**src/rtl/uart_rx_fsm.sv**
```systemverilog
// uart_rx_fsm: UART receive sequencer steering an external edge/bit counter, sampler, checkers and deserializer.
// Latency: data_valid/frame_err pulse one CLK after STOP edge 7, i.e. 8*(DATA_WIDTH+2[+1 parity]) CLKs after start detect.
// Backpressure: none; the serial line cannot be stalled, every frame is sequenced and reported exactly once.
// Parity support (PAR_EN, par_err, par_chk_en, PARITY state) is compiled in with `define UART_RX_PARITY_EN.
module uart_rx_fsm #(
    parameter int DATA_WIDTH = 8
) (
    input  logic       CLK,
    input  logic       RST,
    input  logic       RX_IN,
`ifdef UART_RX_PARITY_EN
    input  logic       PAR_EN,
    input  logic       par_err,
    output logic       par_chk_en,
`endif
    input  logic [3:0] bit_cnt,
    input  logic [2:0] edge_cnt,
    input  logic       strt_glitch,
    input  logic       stp_err,
    output logic       cnt_enable,
    output logic       dat_samp_en,
    output logic       strt_chk_en,
    output logic       stp_chk_en,
    output logic       deser_en,
    output logic       data_valid,
    output logic       frame_err
);

    // The start bit is bit index 0, so the last data bit carries index DATA_WIDTH.
    localparam logic [3:0] LAST_BIT = 4'(DATA_WIDTH);

    typedef enum logic [2:0] {
        IDLE   = 3'd0,
        START  = 3'd1,
        DATA   = 3'd2,
`ifdef UART_RX_PARITY_EN
        PARITY = 3'd3,
`endif
        STOP   = 3'd4
    } state_t;

    state_t state;
    state_t state_nxt;
    logic   data_valid_nxt;
    logic   frame_err_nxt;

    // Checker results are only meaningful on the last oversampling edge of a bit.
    logic   edge_last;
    logic   edge_chk;

    assign edge_last = (edge_cnt == 3'd7);
    assign edge_chk  = (edge_cnt == 3'd6);

`ifdef UART_RX_PARITY_EN
    // PAR_EN is frozen for the whole frame; parity errors accumulate until the stop bit.
    logic par_en_q;
    logic par_en_nxt;
    logic par_flag;
    logic par_flag_nxt;
`endif

    // State, frame-level flags and the registered result pulses.
    always_ff @(posedge CLK or negedge RST) begin
        if (!RST) begin
            state      <= IDLE;
            data_valid <= 1'b0;
            frame_err  <= 1'b0;
`ifdef UART_RX_PARITY_EN
            par_en_q   <= 1'b0;
            par_flag   <= 1'b0;
`endif
        end else begin
            state      <= state_nxt;
            data_valid <= data_valid_nxt;
            frame_err  <= frame_err_nxt;
`ifdef UART_RX_PARITY_EN
            par_en_q   <= par_en_nxt;
            par_flag   <= par_flag_nxt;
`endif
        end
    end

    // Next-state decode plus the decoded strobes; transitions out of a bit happen only on edge 7
    // so the external counter always wraps back to 0 before the enable changes.
    always_comb begin
        state_nxt      = state;
        data_valid_nxt = 1'b0;
        frame_err_nxt  = 1'b0;
        cnt_enable     = 1'b0;
        dat_samp_en    = 1'b0;
        strt_chk_en    = 1'b0;
        stp_chk_en     = 1'b0;
        deser_en       = 1'b0;
`ifdef UART_RX_PARITY_EN
        par_chk_en     = 1'b0;
        par_en_nxt     = par_en_q;
        par_flag_nxt   = par_flag;
`endif

        case (state)
            IDLE: begin
                // Level detect: a line already low at reset release starts a frame immediately.
                if (!RX_IN) begin
                    state_nxt = START;
`ifdef UART_RX_PARITY_EN
                    par_en_nxt   = PAR_EN;
                    par_flag_nxt = 1'b0;
`endif
                end
            end

            START: begin
                cnt_enable  = 1'b1;
                dat_samp_en = 1'b1;
                strt_chk_en = edge_chk;
                if (edge_last) begin
                    // A glitch aborts silently: no result pulse of either kind.
                    state_nxt = strt_glitch ? IDLE : DATA;
                end
            end

            DATA: begin
                cnt_enable  = 1'b1;
                dat_samp_en = 1'b1;
                deser_en    = edge_last;
                if (edge_last && (bit_cnt == LAST_BIT)) begin
`ifdef UART_RX_PARITY_EN
                    state_nxt = par_en_q ? PARITY : STOP;
`else
                    state_nxt = STOP;
`endif
                end
            end

`ifdef UART_RX_PARITY_EN
            PARITY: begin
                cnt_enable  = 1'b1;
                dat_samp_en = 1'b1;
                par_chk_en  = edge_chk;
                if (edge_last) begin
                    par_flag_nxt = par_flag | par_err;
                    state_nxt    = STOP;
                end
            end
`endif

            STOP: begin
                cnt_enable  = 1'b1;
                dat_samp_en = 1'b1;
                stp_chk_en  = edge_chk;
                if (edge_last) begin
                    state_nxt = IDLE;
`ifdef UART_RX_PARITY_EN
                    if (stp_err || par_flag) begin
`else
                    if (stp_err) begin
`endif
                        frame_err_nxt = 1'b1;
                    end else begin
                        data_valid_nxt = 1'b1;
                    end
                end
            end

            default: begin
                state_nxt = IDLE;
            end
        endcase
    end

endmodule
```
**config.mk**
```make
export PLATFORM = sky130hd
export DESIGN_NAME = uart_rx_fsm
export DESIGN_NICKNAME = d
export VERILOG_FILES = /design/src/rtl/uart_rx_fsm.sv
export SDC_FILE = /design/constraint.sdc
export NUM_CORES = 1
export LEC_CHECK = 0
export ABC_AREA = 1
export BUFFER_PORTS_ARGS = -buffer_cell sky130_fd_sc_hd__buf_2
export CORE_AREA = 2 2 39 41
export CTS_BUF_LIST = sky130_fd_sc_hd__clkbuf_16
export CTS_CLUSTER_DIAMETER = 120
export DETAILED_ROUTE_END_ITERATION = 8
export DIE_AREA = 0 0 41 43
export GPL_TIMING_DRIVEN = 1
export PLACE_DENSITY = 0.53
export SKIP_LAST_GASP = 1
export SLEW_MARGIN = 10
export SYNTH_ARGS = -nofsm -noshare
export SYNTH_HDL_FRONTEND = slang
export SYNTH_SLANG_ARGS = --single-unit
```
**constraint.sdc**
```tcl
create_clock -name CLK -period 1.8 [get_ports CLK]
set_input_delay 0.18 -clock CLK [delete_from_list [all_inputs] [get_ports CLK]]
set_output_delay 0.18 -clock CLK [all_outputs]
set_load 0.01 [all_outputs]
```
---- Word level (Yosys, flattened, before mapping) ----
Index checks and enable logic that the tools add are counted.
word-level totals
  output and inout bits ................... 7
  bits in latches ......................... 0
  memory bits (read-only) ................. 0
  memories ................................ 0
  input bits .............................. 12
  register bits after elaboration ......... 5
  RAM bits ................................ 0
operators by class
  shifts and indexed selects .............. 0
  reduce and logical (&&, ||, !) cells .... 4
  eq/ne operators ......................... 10
  divide/modulo/power cells ............... 0
  $mul .................................... 0
  magnitude comparators ................... 0
  multiplexer cells ....................... 16
  bitwise operators ....................... 0
  $add $sub $neg .......................... 0
operators by type and width
  kind                                                                    count
  3-bit 2-to-1 mux                                                        4
  3-bit one-hot mux with 4 select lines                                   1
  1-bit 2-to-1 mux                                                        10
  3-bit equality test (second input constant)                             3
  2-bit inequality test (second input constant)                           4
  4-bit equality test (second input constant)                             1
  4-bit AND reduction                                                     1
  3-bit by 1-bit equality test with 1-bit output (second input constant)  1
  3-bit by 2-bit equality test with 1-bit output (second input constant)  1
  3-bit zero test                                                         1
  3-bit OR reduction                                                      1
  2-bit 2-to-1 mux                                                        1
  1-bit logical AND                                                       1

---- Longest topological paths before layout ----
Gate-level depths: netlist (run 1).
  depth after elaboration ................. 4
  gate-level depth with buffers ........... 8
  depth with buffers taken out ............ 8

---- Least setup slack after synthesis (run 1) ----
OpenSTA, ideal clock, no wires.
  path type ............................... register to output
  start point ............................. register state[0]
  end point ............................... output dat_samp_en
  cell stages (with the launch flop) ...... 5
  setup slack ............................. 0.739 ns
  required time ........................... 1.620 ns
  buffers on the path ..................... 1
  arrival ................................. 0.881 ns
  cell sequence ........................... dfrtp_1 -> nor2_2 -> nand2_2 -> nand3_2 -> buf_4
between the ends
  cells in the longest elaborated chain, start to end .. 3
  elaborated cells on any way between the ends .. 5
RTL lines
  element                                      line  text
  start, declared                              42    state_t state;
  start signal, assigned                       73    state <= state_nxt;
  3-bit equality test (tied with other cells)  -
  3-bit OR reduction (no line) *               -
  1-bit 2-to-1 mux *                           -
  end, declared                                21    output logic dat_samp_en,
Every way passes the cells marked *; elsewhere a longest branch is shown, timed or not.

---- Final worst setup path (run 1) ----
  start point ............................. register state[2]
  end point ............................... output deser_en
between the ends
  cells in the longest elaborated chain, start to end .. 2
RTL lines
  element                                         line  text
  3-bit by 2-bit equality test with 1-bit output  100   case (state)
  1-bit 2-to-1 mux                                100
  end, declared                                   24    output logic deser_en,
Every way passes these cells.

==> flow_metrics.py, run 1 <==
metrics = {
    "worst_setup_path": {
        "timing.rr.start": "state[0]",
        "r2r_cells": 6,
        "worstPathRequired_ns": 1.62,
        "cp_slowest_cell": "dfrtp_1",
        "worst_setup_path_start_kind": "flip-flop",
        "path_class": "reg2out",
        "cp_top_family": "flip-flops",
        "endpoint_kind": "output pin",
        "timing.rr.end": "state[0]",
        "rrSetupSlack_ns": 0.67,
        "cp_num_buf_inv": 2,
        "critPathMaxFanout": 4,
        "max_stage_delay_ns": 0.42,
        "worstPathCellList": "inv_2 > nand3_1 > nor2_1 > buf_2",
        "arrival_ns": 1.21,
    },
    "power": {
        "p_sw_share_pct": 32.0,
        "irDropWorstVdd_uv": 472,
        "p_per_area_nw_per_um2": 1510,
        "p_clk_share_pct": 46.7,
        "p_leak_uw": 0.000286,
        "p_int_uw": 518,
        "p_seq_share_pct": 21.4,
        "power.switching_uw": 244,
        "combPwrFrac_pct": 32.0,
    },
    "synth": {
        "syn_area_um2": 313,
        "synth.net_count": 56,
        "synthCells": 44,
        "ys_seq_area_share_pct": 40.0,
        "ys.warnings.count": 0,
        "yosys.cell_types.count": 15,
        "synth_area_per_cell_um2": 7.11,
        "synth_seq_cells": 5,
    },
    "detailed_routing": {
        "drt_iter0_markers": 5,
        "final_antenna_net_count": 0,
        "routed-via-count": 346,
        "first_pass_iters": 3,
        "wl_um": 848,
        "drc": 0,
        "routedWlPerCell_um": 10.3,
        "viasPerCell": 4.22,
    },
    "floorplan": {
        "dieArea_um2": 1760,
        "core_um2": 1380,
        "io_pins": 19,
        "die_y_um": 43,
        "initial_utilization_pct": 22.6,
        "die_width_um": 41,
        "rows": 14,
    },
    "grt": {
        "grt_pass1_wl_mm": 1.36,
        "first_global_vias": 331,
        "grt.overflow.total": 0,
        "grt_max_degree": 7,
        "antenna_found_initial": 0,
        "grtUsageTotal_pct": 12.2,
    },
    "timing": {
        "period_minus_slack_ns": 1.39,
        "fmax_ghz": 0.721,
        "relSlewSlack_pct": 82.2,
        "finalCritPeriodShare_pct": 77.0,
        "whs_ns": 0.133,
        "final_max_slew_viol_count": 0,
        "rsz0062_at_grt": "false",
        "hold_violations": 0,
        "tightest_slew_ns": 0.266,
        "skew_ns": 0.000759,
        "setup_viol": 0,
        "fin_tns_setup_ns": 0,
    },
    "placement": {
        "dp_hpwl_um": 636,
        "place_congestion": 0.743,
        "io_buffers": 18,
    },
    "cts": {
        "clockBufferDepth": 2,
        "clk_pin_slew_ns": 0.03,
        "htree_levels": 1,
        "post_cts.repair.setup_buffers": 0,
        "worstSkewPairLatency_ns": 0.23,
        "cts.sinks": 5,
        "ctsRootBufferMaster": "clkbuf_16",
        "cts_tree": "built",
        "cts-buffers-inserted": 3,
    },
    "cells_and_area": {
        "area_growth_pct": 61.2,
        "layout-drive-gt1-share_pct": 40.9,
        "fin_nets": 79,
        "antennaDiodeCount": 0,
        "final_util_pct": 36.4,
    },
    "worst_hold_path": {
        "min_path_cells": 2,
        "min_to": "data_valid",
        "hold_path.class": "in2reg",
        "min-delay-start": "stp_err",
    },
    "flow_run": {
        "cap_violations": 0,
    },
    "outcome": {
        "outcome": "finished clean",
    },
}
==> worst max path at each step <==
stage | from | endpoint | slack [ns] | cells after the start
floorplan | state[0] | dat_samp_en | 0.74 | 4
global placement | state[2] | deser_en | 0.67 | 4
detailed placement | state[0] | state[0] | 0.68 | 6
CTS | state[2] | deser_en | 0.40 | 4
global route | state[2] | deser_en | 0.35 | 4
finish | state[2] | deser_en | 0.41 | 4
==> synth_stat cells <==
| master | instances | share of area, % |
|---|---|---|
| nand2_1 | 8 | 9.6 |
| nor2_1 | 8 | 9.6 |
| dfrtp_1 | 5 | 40 |
| inv_1 | 5 | 6.0 |
| nand3_1 | 5 | 8.0 |
| nand2_2 | 2 | 4.0 |
| nand3_2 | 2 | 6.4 |
| nor3_1 | 2 | 3.2 |
| buf_4 | 1 | 2.4 |
| inv_2 | 1 | 1.2 |
| nand3b_1 | 1 | 2.4 |
| nand4_1 | 1 | 2.0 |
| nor2_2 | 1 | 2.0 |
| o21ai_0 | 1 | 1.6 |
| o21ai_1 | 1 | 1.6 |
==> sequential cells by signal, indices dropped and copies added (netlist names) <==
name        flops
frame_err       1
data_valid      1
state           3
==> kinds of logic (layout without fill, tap and decap cells) <==
family	count (synthesis)	in the layout	synth area share (%)
simple gates	30	30	47.2
buf+inv	7	29	9.60
flops	5	5	40.0
compound gates	2	2	3.20
==> cell type report <==
class | instances | area, µm²
clock buffers | 3 | 75.1
clock inverters | 1 | 3.75
fillers | 154 | 880
inverters | 6 | 22.5
multi-input cells | 32 | 158
flip-flops and latches | 5 | 125
well taps | 16 | 20.0
repair buffers | 19 | 100
==> through the flow <==
stage / area [µm²] / cells / power (µW) / worst slack, ns
3_5_place_dp: 415 / 77 / 404 / 0.684
6_report: 504 / 82 / 763 / 0.413
4_1_cts: 504 / 82 / 774 / 0.401
2_1_floorplan: 313 / 44 / 344 / 0.739
5_1_grt: 504 / 82 / 814 / 0.350
3_3_place_gp: 415 / 77 / 403 / 0.675
==> layer usage <==
metal,up-vias,global-route usage (%),part of all wire (%)
met5,-,0,0
met1,155,13.5,44
met2,9,17.5,51
met4,0,10.0,0
met3,0,4.71,4.4
li1,182,-,-
==> power by group through the flow <==
stage	sequential (µW)	clock [µW]	combinational [µW]
2_1_floorplan	159	0	185
3_3_place_gp	163	0	240
3_5_place_dp	163	0	241
4_1_cts	162	367	245
5_1_grt	167	372	275
6_report	163	356	244
==> layout by cell type (no fill, tap or decap), drive strengths merged <==
master / count
dfrtp: 5
dlygate4sd3: 1
nor3: 2
nand3: 7
o21ai: 2
inv: 7
nor2: 9
clkbuf: 3
nand2: 10
nand3b: 1
buf: 18
nand4: 1
==> repair_timing <==
item                       4_1_cts  5_1_grt
hold endpoints to repair         5        0
resized for setup                0        0
hold buffers                     1        0
setup endpoints to repair        0        0
No activity file was read; power rests on OpenSTA's default activity.
==> run 2: changes to the inputs <==
==> constraint.sdc (replaced) <==
create_clock -name CLK -period 1.4 [get_ports CLK]
set_input_delay 0.14 -clock CLK [delete_from_list [all_inputs] [get_ports CLK]]
set_output_delay 0.14 -clock CLK [all_outputs]
set_load 0.01 [all_outputs]
==> run 2 against run 1 <==
  * Critical path depth unchanged
  * Via count increased by 2.0%
  * First-iteration DRC count increased by 20%
  * Hold slack got worse by 0.045 ns
  * Non-clock buffer count unchanged
  * Core utilization increased by 0.18 points
  * Register-to-register slack got worse by 0.40 ns
  * Setup slack got worse by 0.33 ns
  * Largest cell class unchanged
==> flow_metrics.py, run 2 (synthesis results as in run 1) <==
metrics = {
    "cts": {
        "clk_pin_slew_ns": 0.03,
        "post_cts.repair.setup_buffers": 0,
        "cts_tree": "built",
        "clockBufferDepth": 2,
        "worstSkewPairLatency_ns": 0.23,
        "cts-buffers-inserted": 3,
        "ctsRootBufferMaster": "clkbuf_16",
        "htree_levels": 1,
        "cts.sinks": 5,
    },
    "grt": {
        "first_global_vias": 353,
        "grt.overflow.total": 0,
        "grt_pass1_wl_mm": 1.34,
        "grtUsageTotal_pct": 11.9,
        "grt_max_degree": 7,
        "antenna_found_initial": 0,
    },
    "worst_setup_path": {
        "rrSetupSlack_ns": 0.27,
        "worst_setup_path_start_kind": "flip-flop",
        "arrival_ns": 1.17,
        "path_class": "reg2out",
        "worstPathRequired_ns": 1.26,
        "critPathMaxFanout": 5,
        "endpoint_kind": "output pin",
    },
    "timing": {
        "finalCritPeriodShare_pct": 93.8,
        "fin_tns_setup_ns": 0,
        "tightest_slew_ns": 0.259,
        "hold_violations": 0,
        "rsz0062_at_grt": "false",
        "relSlewSlack_pct": 82.7,
        "fmax_ghz": 0.761,
        "skew_ns": 0.00123,
        "setup_viol": 0,
        "final_max_slew_viol_count": 0,
        "period_minus_slack_ns": 1.31,
    },
    "placement": {
        "dp_hpwl_um": 629,
        "io_buffers": 18,
        "place_congestion": 0.711,
        "place_inst": 77,
        "dpl_cell_area_um2": 415,
    },
    "cells_and_area": {
        "area_growth_pct": 62.0,
        "largest_reg_flops": 3,
        "final_area_um2": 507,
        "layout_common_cells": "buf_2 (18), nand2_1 (8), nor2_1 (8), inv_1 (5), nand3_1 (5)",
        "antennaDiodeCount": 0,
        "final_common_cell": "buf_2",
        "layout-drive-gt1-share_pct": 43.9,
        "fin_nets": 79,
        "final_util_pct": 36.6,
        "largest-register": "state",
        "fin_cells": 82,
        "fill_cells": 153,
        "reg_top3": "state (3), data_valid (1), frame_err (1)",
    },
    "floorplan": {
        "initial_utilization_pct": 22.6,
        "die_width_um": 41,
        "rows": 14,
        "dieArea_um2": 1760,
        "io_pins": 19,
        "die_y_um": 43,
        "core_um2": 1380,
    },
    "flow_run": {
        "cap_violations": 0,
    },
    "detailed_routing": {
        "dr_wl_met3_um": 56,
        "first_pass_iters": 4,
        "top_layer_used": "met3",
        "viasPerCell": 4.30,
        "routedWlPerCell_um": 9.83,
        "routed-via-count": 353,
        "wl_met2_um": 424,
        "wl_met1_um": 324,
        "final_antenna_net_count": 0,
        "wl_um": 806,
        "drt_iter0_markers": 6,
        "drc": 0,
    },
    "worst_hold_path": {
        "hold_path.class": "in2reg",
    },
    "power": {
        "irDropWorstVdd_uv": 787,
        "p_per_area_nw_per_um2": 1950,
        "p_leak_uw": 0.000284,
    },
    "outcome": {
        "outcome": "finished clean",
    },
}
-- run 2: cell count changes in the layout (fill, tap and decap cells not counted), sizes merged --
cell | before | now
inv | 7 | 6
clkinv | 0 | 1
-- run 2: per-stage QoR --
stage                     hold WS, ns  total power [µW]  setup WS, ns
after floorplan                -0.156               442         0.356
after global placement        -0.0349               521         0.280
after detailed placement      -0.0338               519         0.283
after CTS                      0.0850              1000        0.0764
after global routing           0.0953              1060       0.00366
final                          0.0879               986        0.0866
-- run 2: worst paths after layout --
path | start | endpoint | cells after the start
max | state[0] | deser_en | 4
min | stp_err | data_valid | 2
max reg2reg | state[0] | state[2] | 8
min reg2reg | state[1] | state[0] | 3
max in group asynchronous | RST | state[1] | 2
min in group asynchronous | RST | frame_err | 2
-- run 2: metal layers --
metal  vias up  GRT usage, %
met1       158          12.4
li1        182             -
met5         -             0
met3         0          6.81
met2        13          18.4
met4         0          5.33
-- run 2: what timing repair did --
action | 4_1_cts | 5_1_grt
hold buffers | 1 | 0
hold endpoints to repair | 5 | 0
gates resized for setup | 0 | 1
setup endpoints to repair | 0 | 1
-- run 2: critical path, stage by stage, from the launching register on --
cell and delay [ns]:
dfrtp_1 0.43, inv_1 0.11, nand3_1 0.11, nor2_1 0.15, buf_2 0.16
-- run 2: layout make-up --
cell class                      count  area, µm²  share of cell area (%)
Timing Repair Buffer               19        100                    19.8
Sequential cell                     5        126                    24.9
Inverter                            6       22.5                    4.44
Tap cell                           16       20.0                    3.95
Multi-Input combinational cell     32        158                    31.1
Clock buffer                        3       75.1                    14.8
Clock inverter                      1       5.00                   0.988
-- run 2: report_power, final --
group | switching (µW) | internal (µW)
clock network | 91.2 | 373
logic | 185 | 123
registers | 40.4 | 174
total | 316 | 670
==> run 3: changes to the inputs <==
--- a/config.mk
+++ b/config.mk
@@ -14,6 +14,7 @@
 export DIE_AREA = 0 0 41 43
 export GPL_TIMING_DRIVEN = 1
 export PLACE_DENSITY = 0.53
+export RECOVER_POWER = 100
 export SKIP_LAST_GASP = 1
 export SLEW_MARGIN = 10
 export SYNTH_ARGS = -nofsm -noshare
==> run 3 against run 2 <==
  * First-iteration DRC count stayed put
  * Core utilization shrank 0.27 points
  * Sequential share of layout area rose by 0.19 points
  * Final cell count did not move
  * Flip-flop and latch count stayed put
  * Largest cell class unchanged
==> flow_metrics.py, run 3 (synthesis results as in run 1) <==
metrics = {
    "outcome": {
        "outcome": "finished clean",
    },
    "cts": {
        "cts-buffers-inserted": 3,
        "cts_tree": "built",
        "worstSkewPairLatency_ns": 0.23,
        "clk_pin_slew_ns": 0.03,
        "htree_levels": 1,
        "post_cts.repair.setup_buffers": 0,
        "cts.sinks": 5,
        "clockBufferDepth": 2,
        "ctsRootBufferMaster": "clkbuf_16",
    },
    "cells_and_area": {
        "layout_common_cells": "buf_2 (12), nand2_1 (8), nor2_1 (8), inv_1 (5), nand3_1 (5)",
        "reg_top3": "state (3), data_valid (1), frame_err (1)",
        "final_util_pct": 36.3,
        "antennaDiodeCount": 0,
        "largest-register": "state",
        "fill_cells": 154,
        "final_area_um2": 503,
        "fin_nets": 79,
        "area_growth_pct": 60.8,
        "layout-drive-gt1-share_pct": 39.4,
        "final_common_cell": "buf_2",
        "largest_reg_flops": 3,
    },
    "timing": {
        "setup_ws_ns": 0.0754,
        "skew_ns": 0.00118,
        "rsz0062_at_grt": "false",
        "period_minus_slack_ns": 1.32,
        "setup_viol": 0,
        "hold_violations": 0,
        "tightest_slew_ns": 0.304,
        "finalCritPeriodShare_pct": 94.6,
        "final_max_slew_viol_count": 0,
        "relSlewSlack_pct": 79.7,
        "fin_tns_setup_ns": 0,
        "fmax_ghz": 0.755,
    },
    "grt": {
        "grt_pass1_wl_mm": 1.34,
        "grt.overflow.total": 0,
        "first_global_vias": 353,
        "antenna_found_initial": 0,
        "grtUsageTotal_pct": 11.9,
        "grt_max_degree": 7,
    },
    "floorplan": {
        "rows": 14,
        "die_width_um": 41,
        "initial_utilization_pct": 22.6,
        "dieArea_um2": 1760,
        "core_um2": 1380,
        "io_pins": 19,
        "die_y_um": 43,
    },
    "power": {
        "irDropWorstVdd_uv": 769,
        "power_uw": 986,
        "p_leak_uw": 0.000271,
        "p_per_area_nw_per_um2": 1960,
    },
    "detailed_routing": {
        "viasPerCell": 4.30,
        "drt_iter0_markers": 6,
        "final_antenna_net_count": 0,
        "routed-via-count": 353,
        "drc": 0,
        "wl_um": 810,
        "first_pass_iters": 4,
        "routedWlPerCell_um": 9.88,
    },
    "placement": {
        "io_buffers": 18,
        "dp_hpwl_um": 629,
        "place_ws_ns": 0.283,
        "dpl_cell_area_um2": 415,
        "place_congestion": 0.711,
    },
    "worst_setup_path": {
        "arrival_ns": 1.18,
        "rrSetupSlack_ns": 0.26,
        "worstPathRequired_ns": 1.26,
        "critPathMaxFanout": 5,
        "endpoint_kind": "output pin",
        "path_class": "reg2out",
        "worst_setup_path_start_kind": "flip-flop",
    },
    "worst_hold_path": {
        "hold_path.class": "in2reg",
    },
    "flow_run": {
        "cap_violations": 0,
    },
}
run 3: changes by cell type in the layout (fill, tap and decap cells not counted), sizes merged:
cell / delta
clkbuf: +6
buf: -6
run 3: path summary, 6_finish.rpt:
path,start,to,cells after the start
max in group asynchronous,RST,state[1],2
min,stp_err,data_valid,2
max,state[0],deser_en,4
min reg2reg,state[1],state[0],3
min in group asynchronous,RST,frame_err,2
max reg2reg,state[0],state[2],8
run 3: per-stage QoR:
step           cells  hold slack, ns
2_1_floorplan     44          -0.156
3_3_place_gp      77         -0.0349
3_5_place_dp      77         -0.0338
4_1_cts           82          0.0850
5_1_grt           82          0.0953
6_report          82          0.0878
run 3: where the power goes:
group          switching [µW]  internal [µW]
combinational             186            122
sequential               40.4            174
clock                    91.5            373
total                     318            668
run 3: per-layer routing:
metal | vias to the layer above | track usage [%] | wire [µm]
li1 | 182 | - | -
met1 | 158 | 12.4 | 326
met2 | 13 | 18.4 | 427
met3 | 0 | 6.81 | 56
met4 | 0 | 5.33 | 0
met5 | - | 0 | 0
run 3: what timing repair did:
| action | CTS | global route |
|---|---|---|
| gates resized for setup | 0 | 1 |
| hold endpoints to repair | 5 | 0 |
| setup endpoints to repair | 0 | 1 |
| hold buffers | 1 | 0 |
run 3: critical path: stages, from the launching register on:
cell	delay [ns]
dfrtp_1	0.43
inv_1	0.11
nand3_1	0.11
nor2_1	0.16
clkbuf_2	0.16
run 3: cell type report:
| cell class | count | area [µm²] | area share (%) |
|---|---|---|---|
| flip-flops and latches | 5 | 126 | 25.1 |
| inverters | 6 | 22.5 | 4.48 |
| multi-input cells | 32 | 158 | 31.3 |
| repair buffers | 19 | 96.3 | 19.2 |
| clock buffers | 3 | 75.1 | 14.9 |
| well taps | 16 | 20.0 | 3.98 |
| clock inverters | 1 | 5.00 | 0.995 |
